$ cat config.mk
export PLATFORM = sky130hd
export DESIGN_NAME = reg_write_arbiter
export DESIGN_NICKNAME = d
export VERILOG_FILES = /design/src/rtl/reg_write_arbiter_pkg.sv /design/src/rtl/reg_write_arbiter_rr.sv /design/src/rtl/reg_write_arbiter.sv
export SDC_FILE = /design/constraint.sdc
export NUM_CORES = 1
export LEC_CHECK = 0
export ABC_AREA = 1
export BUFFER_PORTS_ARGS = -buffer_cell sky130_fd_sc_hd__buf_2
export CAP_MARGIN = 10
export CORE_AREA = 2 2 73 75
export CTS_BUF_LIST = sky130_fd_sc_hd__clkbuf_4 sky130_fd_sc_hd__clkbuf_8 sky130_fd_sc_hd__clkbuf_16
export CTS_CLUSTER_SIZE = 20
export DETAILED_ROUTE_END_ITERATION = 6
export DIE_AREA = 0 0 75 77
export GPL_TIMING_DRIVEN = 0
export HOLD_SLACK_MARGIN = 0.02
export PLACE_DENSITY = 0.56
export SYNTH_ARGS = -nofsm -noshare
export SYNTH_HDL_FRONTEND = slang
export SYNTH_SLANG_ARGS = --single-unit
$ cat constraint.sdc
create_clock -name CLK -period 4.75 [get_ports CLK]
set_input_delay 0.2375 -clock CLK [delete_from_list [all_inputs] [get_ports CLK]]
set_output_delay 0.2375 -clock CLK [all_outputs]
set_load 0.01 [all_outputs]
$ cat src/rtl/reg_write_arbiter_pkg.sv
// Shared state type and default sizing for the register-file write arbiter.
package regarb_pkg;

  typedef enum logic {
    ARB_IDLE  = 1'b0,
    ARB_CLEAR = 1'b1
  } arb_state_t;

  localparam int REGARB_NREQ = 3;
  localparam int REGARB_DW   = 8;
  localparam int REGARB_AW   = 3;

endpackage

$ cat src/rtl/reg_write_arbiter_rr.sv
// Round-robin grant logic: one-hot combinational grant, searched from the
// requester after the last one granted; the pointer moves only on a grant.
module rr_arbiter #(
  parameter int N = 3
) (
  input  logic         clk,
  input  logic         rst,
  input  logic         en,
  input  logic [N-1:0] req,
  output logic [N-1:0] grant
);

  localparam int PW = (N > 1) ? $clog2(N) : 1;

  logic [PW-1:0] last_q;
  logic [PW-1:0] idx;

  // Walk the search order backwards so the nearest requester overwrites last.
  always_comb begin
    grant = '0;
    idx   = '0;
    if (en) begin
      for (int k = N; k >= 1; k--) begin
        idx = PW'((int'(last_q) + k) % N);
        if (req[idx]) begin
          grant      = '0;
          grant[idx] = 1'b1;
        end
      end
    end
  end

  always_ff @(posedge clk) begin
    if (rst) begin
      last_q <= PW'(N - 1);
    end else begin
      for (int i = 0; i < N; i++) begin
        if (grant[i]) last_q <= PW'(i);
      end
    end
  end

endmodule

$ cat src/rtl/reg_write_arbiter.sv
// Write-port controller for the register file: round-robin arbitration plus an
// optional bulk clear, built only when REGARB_CLEAR_EN is defined.
module reg_write_arbiter
  import regarb_pkg::*;
#(
  parameter int NREQ  = REGARB_NREQ,
  parameter int DW    = REGARB_DW,
  parameter int AW    = REGARB_AW,
  parameter int NREGS = 2 ** AW
) (
  input  logic              CLK,
  input  logic              RESET,
  input  logic [NREQ-1:0]   REQ_VALID,
  input  logic [NREQ*AW-1:0] REQ_ADDR,
  input  logic [NREQ*DW-1:0] REQ_DATA,
  output logic [NREQ-1:0]   REQ_ACK,
  input  logic              CLEAR_START,
  output logic              CLEAR_BUSY,
  output logic              WRITE,
  output logic [AW-1:0]     INADDRESS,
  output logic [DW-1:0]     IN
);

  logic            arb_en;
  logic [NREQ-1:0] grant;
  logic [AW-1:0]   sel_addr;
  logic [DW-1:0]   sel_data;

  assign REQ_ACK = grant;

  rr_arbiter #(.N(NREQ)) u_rr (
    .clk   (CLK),
    .rst   (RESET),
    .en    (arb_en),
    .req   (REQ_VALID),
    .grant (grant)
  );

  always_comb begin
    sel_addr = '0;
    sel_data = '0;
    for (int i = 0; i < NREQ; i++) begin
      if (grant[i]) begin
        sel_addr = REQ_ADDR[i*AW +: AW];
        sel_data = REQ_DATA[i*DW +: DW];
      end
    end
  end

`ifdef REGARB_CLEAR_EN
  arb_state_t    state;
  logic [AW-1:0] cnt;

  // A clear request pre-empts arbitration in the cycle it arrives.
  assign arb_en     = (state == ARB_IDLE) && !CLEAR_START;
  assign CLEAR_BUSY = (state == ARB_CLEAR);

  always_ff @(posedge CLK) begin
    if (RESET) begin
      state     <= ARB_IDLE;
      cnt       <= '0;
      WRITE     <= 1'b0;
      INADDRESS <= '0;
      IN        <= '0;
    end else begin
      WRITE <= 1'b0;
      case (state)
        ARB_IDLE: begin
          if (CLEAR_START) begin
            state <= ARB_CLEAR;
            cnt   <= '0;
          end else if (|grant) begin
            WRITE     <= 1'b1;
            INADDRESS <= sel_addr;
            IN        <= sel_data;
          end
        end
        ARB_CLEAR: begin
          WRITE     <= 1'b1;
          INADDRESS <= cnt;
          IN        <= '0;
          cnt       <= cnt + 1'b1;
          if (cnt == AW'(NREGS - 1)) state <= ARB_IDLE;
        end
      endcase
    end
  end
`else
  logic unused_clear_start;

  assign unused_clear_start = CLEAR_START;
  assign arb_en             = 1'b1;
  assign CLEAR_BUSY         = 1'b0;

  always_ff @(posedge CLK) begin
    if (RESET) begin
      WRITE     <= 1'b0;
      INADDRESS <= '0;
      IN        <= '0;
    end else begin
      WRITE <= |grant;
      if (|grant) begin
        INADDRESS <= sel_addr;
        IN        <= sel_data;
      end
    end
  end
`endif

endmodule

Word level (Yosys, flattened, before mapping)
Cells that the tools add are included.
{ "op_classes": {"n_addsub": 3, "n_div": 3, "n_lt_le_gt_ge": 6, "n_mux": 23, "n_reduce_logical": 6} }
{ "op_table": {"columns": ["operator", "count"], "rows": [
  ["$mod 32x3->32 const B", 3],
  ["$mux 8", 3],
  ["$mux 3", 6],
  ["$lt 2x3->1 const B", 3],
  ["$add 2x2->3 const B", 2],
  ["$bmux 1 s2", 3],
  ["$demux 1 s2", 3],
  ["$ge 2x1->1 const B", 3],
  ["$mux 1", 6],
  ["$mux 2", 2],
  ["$add 2x1->3 const B", 1],
  ["$logic_and 1x1->1", 3],
  ["$reduce_or 3->1", 1],
  ["$reduce_bool 2->1", 1],
  ["$reduce_or 2->1", 1]
]} }
{ "word_totals": {"ff_bits": 14, "input_bits": 39} }

Logic depth before layout (Yosys ltp)
{ "depth": {"word_depth": 12, "ltp_mapped": 17} }

Modules after synthesis
Synthesis repeated with hierarchy kept, for this count alone.
{ "unflattened": {"cells_unflattened": 187, "hier_area_um2": 1161.1} }
{ "modules_own_cells": {"columns": ["module", "instances", "cells_each", "area_per_inst_um2"], "rows": [
  ["reg_write_arbiter", 1, 117, 772.0],
  ["rr_arbiter", 1, 70, 389.1]
]} }

Least setup slack after synthesis
Ideal clock, no wire load.
{ "synth_path": {"path_kind": "register to register", "start": "reg u_rr.last_q[0]", "end": "reg INADDRESS[0]", "setup_time_ns": 0.128, "t_arrival_ns": 1.728, "required_time_ns": 4.622, "setup_slack_ns": 2.894, "stages_incl_launch_ff": 16, "period_less_slack_ns": 1.856, "path_cell_list": "dfxtp_1 > inv_1 > ha_1 > inv_2 > nand2_1 > nand2_1 > nand2_1 > nand2_2 > or2_4 > nand2_4 > inv_2 > buf_6 > nand2_1 > nand2_1 > nor2_1 > nor2_1"} }
{ "synth_between": {"elab_cells_between_ends": 34} }
{ "synth_rtl": {"columns": ["item", "line_no", "rtl"], "rows": [
  ["from (decl)", "reg_write_arbiter_rr.sv:15", "logic [PW-1:0] last_q;"],
  ["from (signal assigned)", "reg_write_arbiter_rr.sv:35", "last_q <= PW'(N - 1);"],
  ["from (signal assigned)", "reg_write_arbiter_rr.sv:38", "if (grant[i]) last_q <= PW'(i);"],
  ["$add 2x2->3", "reg_write_arbiter_rr.sv:24", "idx = PW'((int'(last_q) + k) % N);"],
  ["$mod 32x3->32", "reg_write_arbiter_rr.sv:24", null],
  ["$lt 2x3->1 (implied by the code) / $ge 2x1->1 (equally long branches)", "reg_write_arbiter_rr.sv:27", "grant[idx] = 1'b1;"],
  ["$logic_and 1x1->1 (implied by the code)", "reg_write_arbiter_rr.sv:27", null],
  ["$mux 1 (implied by the code)", "reg_write_arbiter_rr.sv:27", null],
  ["$demux 1 s2", null, null],
  ["$mux 3 (2 in series)", "reg_write_arbiter_rr.sv:25", "if (req[idx]) begin"],
  ["$mux 3 *", "reg_write_arbiter_rr.sv:25", null],
  ["named net REQ_ACK[2]", "reg_write_arbiter.sv:16", "output logic [NREQ-1:0] REQ_ACK,"],
  ["$reduce_or 3->1 / $mux 3 (equally long branches)", "reg_write_arbiter.sv:102, reg_write_arbiter.sv:43", null],
  ["to (signal assigned)", "reg_write_arbiter.sv:103", "INADDRESS <= sel_addr;"],
  ["to (decl)", "reg_write_arbiter.sv:20", "output logic [AW-1:0] INADDRESS,"]
]} }
The timed path passes the listed nets; every way through them passes the cells marked *. The select of a mux whose other input is x is not followed.
A chain may end at the register's enable or synchronous reset.

Worst setup path after layout
{ "layout_path": {"start": "reg u_rr.last_q[0]", "end": "out REQ_ACK[2]"} }
{ "layout_between": {"elab_chain_len": 9, "elab_cells_between_ends": 30} }
{ "layout_lines": {"columns": ["item", "line_no"], "rows": [
  ["$add 2x2->3", "reg_write_arbiter_rr.sv:24"],
  ["$mod 32x3->32", "reg_write_arbiter_rr.sv:24"],
  ["$lt 2x3->1 (implied by the code) / $ge 2x1->1 (equally long branches)", "reg_write_arbiter_rr.sv:27"],
  ["$logic_and 1x1->1 (implied by the code)", "reg_write_arbiter_rr.sv:27"],
  ["$mux 1 (implied by the code)", "reg_write_arbiter_rr.sv:27"],
  ["$demux 1 s2", null],
  ["$mux 3 (2 in series)", "reg_write_arbiter_rr.sv:25"],
  ["$mux 3 *", "reg_write_arbiter_rr.sv:25"],
  ["to (decl)", "reg_write_arbiter.sv:16"]
]} }
Every way passes the cells marked *; elsewhere a longest branch is shown, timed or not. The select of a mux whose other input is x is not followed.

==> results.tsv <==
metric	value	unit
worst r2r path cells	14	
Via-to-Cell Ratio	4.09	
Avg Synthesized Cell Area	5.49	um^2
post-route ant nets	0	
CP most frequent cell	nand2_1	
Clock Tree Buf Depth	2	
pin count of the biggest net entering global routing	11	
num ports	55	
GRT Overall Usage	12.3	%
post-synthesis cell area	1220	um^2
Worst Path Class, Setup	register to output pin	
number of cells produced by synthesis	223	
ys flop type	dfxtp_1	
Post-Synthesis Net Count	266	
register bit total from synthesis	14	
number of design rule violations left after detail routing	0	
post-layout power	1360	uW
Async SR Flop Fraction	0	%
routed wire length	3350	um
number of pins with negative max-slew slack in the final report	0	
net count of the finished layout	323	
Hold Worst Slack	208	ps
routed wirelength normalized by instance count	9.62	um
P&R area growth vs syn	31.8	%
CTS sink count	14	
Hold Crit Class	input pin to register	
number of setup buffers added after CTS	0	
Via Count	1423	
antenna violations before repair	0	
worst-case vdd ir drop	366	uV
sequential cell area fraction in the yosys report	22.9	%
critical path data required time	4510	ps
Fin Clk Skew	5.59	ps
cell taking the most area after synthesis	nand2_1	
Multi-input gate area	731	um^2
number of global-route vias before repair	1283	
power per standard cell area	846	nW/um^2
leading cell types by total area after synthesis	nand2_1, dfxtp_1, nor2_1	
total leakage power	0.00103	uW
clock latency on the worst-skew pair	240	ps
HP Start	RESET	
end point of the most critical hold path	IN[3]	
clock root cell	clkbuf_8	
maximum clock frequency	0.437	GHz
1st-iter DRT viols	61	
number of clock buffers inserted by TritonCTS	3	
number of enable-type register cells in the synthesized netlist	0	
status	finished clean	
row count	26	
first-pass GRT wire length	5690	um
proportion of layout cells with a drive suffix above 1	26.6	%
capturing element type of the critical path	output pin	
post-cts resize count	0	
final setup violation count	0	
worst-path maximum fanout	10	
final total negative setup slack	0	ps
crit share post-route	48.1	%
Syn. warnings	0	
core footprint	4980	um^2
most instantiated library cell after synthesis	nand2_1	
clock transition at the registers of the reported paths	50	ps
delay of the slowest cell on the worst path	350	ps
H-tree depth reported by CTS	1	
count of endpoints failing hold in the final timing report	0	
top cells by instance count after synthesis	nand2_1, nor2_1, inv_1	
total of hold buffers inserted after clock tree synthesis	0	
ordered cell list for the critical path	inv_1 -> ha_1 -> inv_2 -> nand2_1 -> nand2_1 -> nand2_1 -> nand2_2 -> or2_4 -> nand2_4 -> inv_2 -> buf_6 -> buf_2	
HPWL Detailed	2790	um
highest-delay cell along the critical path	dfxtp_1	
grt total ovfl	0	
Initial Util	24.6	%
shortest period the worst path allows	2290	ps
clock tree from TritonCTS	built	
MaxCap Viol Count	0	
area share of the largest cell type after synthesis	23.9	%
Filler Cell Count	576	
y dimension of the die	77	um
Reg2Reg Setup Slack	2620	ps
Register Area	280	um^2
number of iterations in the first detailed-routing pass	4	
Final Wtd Congestion	0.809	
overall die area	5780	um^2
antenna diode instance count	0	
count of buffers inserted at the top-level ports	52	
Min-Delay Path Depth	2	
type of element launching the critical path	register	
RSZ-0062 raised after global routing	no	
reg-to-reg critical path endpoint	IN[7]	
number of distinct library cells after synthesis	19	
startpoint of the lowest-slack register-to-register path	u_rr.last_q[0]	
worst path arrival time	2050	ps
width of the chip	75	um
==> cell families after synthesis <==
kind of cell	share of synthesized area [%]
buffers and inverters	17.5
adder cells (fa/ha/maj)	4.09
AND/OR/NAND/NOR	54.2
flip-flops	22.9
other	0.306
AO/OA/AOI/OAI	1.02
==> sequential cells by signal, summed over array words and instances, names as in the netlist <==
name         count
IN               8
u_rr.last_q      2
INADDRESS        3
WRITE            1
==> cell usage in the layout, fill, tap and decap left out <==
cell type	n
buf_2	55
nand4_1	11
conb_1	1
nand3b_1	1
or2_4	1
clkbuf_8	3
clkbuf_1	2
nand2_4	1
nand2_2	4
buf_6	4
inv_1	31
o21a_1	1
ha_1	4
dfxtp_1	14
nand3_1	20
inv_2	4
nand2_1	78
a21oi_1	1
nor2_1	40
buf_4	2
==> worst max-delay path: cells and delay by family, from the launching register on <==
family	cells	cell delay (ps)
adder cells (fa/ha/maj)	1	350
flip-flops	1	350
buffers and inverters	5	500
AND/OR/NAND/NOR	6	610
==> final cells by class <==
type                       instances  area share, %
clock buffer                       3           2.56
multi-input combinational        163           45.3
timing repair buffer              52           16.1
sequential                        14           17.4
inverter                          35           8.14
buffer                            11           5.12
tap                               70           5.43
==> power by group <==
group	switching [uW]	internal (uW)	leakage, uW
Sequential	24.2	168	0.000116
Combinational	674	407	0.000889
Clock	36.3	55.8	0.0000216
Total	734	631	0.00103
==> metrics by stage <==
step           area, um^2  setup slack, ps  util (%)  std cells
6_report             1610             2460      32.4        348
3_3_place_gp         1570             2660      31.6        345
2_1_floorplan        1220             2890         -        223
5_1_grt              1610             2260      32.4        348
3_5_place_dp         1570             2650      31.6        345
4_1_cts              1610             2450      32.4        348
==> worst max-delay path by stage <==
stage / from / endpoint / slack, ps / depth (start not counted)
6_report: u_rr.last_q[0] / REQ_ACK[2] / 2460 / 12
3_5_place_dp: u_rr.last_q[0] / IN[7] / 2650 / 14
5_1_grt: u_rr.last_q[0] / REQ_ACK[0] / 2260 / 11
3_3_place_gp: u_rr.last_q[0] / IN[6] / 2660 / 16
4_1_cts: u_rr.last_q[0] / REQ_ACK[2] / 2450 / 12
2_1_floorplan: u_rr.last_q[0] / INADDRESS[0] / 2890 / 15
==> metal layers <==
| metal | global-route usage, % | share of wire [%] | routed length [um] | up-vias |
|---|---|---|---|---|
| met3 | 1.71 | 4.8 | 160 | 2 |
| met5 | 0 | 0 | 0 | - |
| met2 | 19.7 | 48 | 1600 | 31 |
| met1 | 17.1 | 47 | 1580 | 609 |
| li1 | - | - | - | 781 |
| met4 | 2.68 | 0.54 | 18 | 0 |
Power figures use the tool's default switching activity.
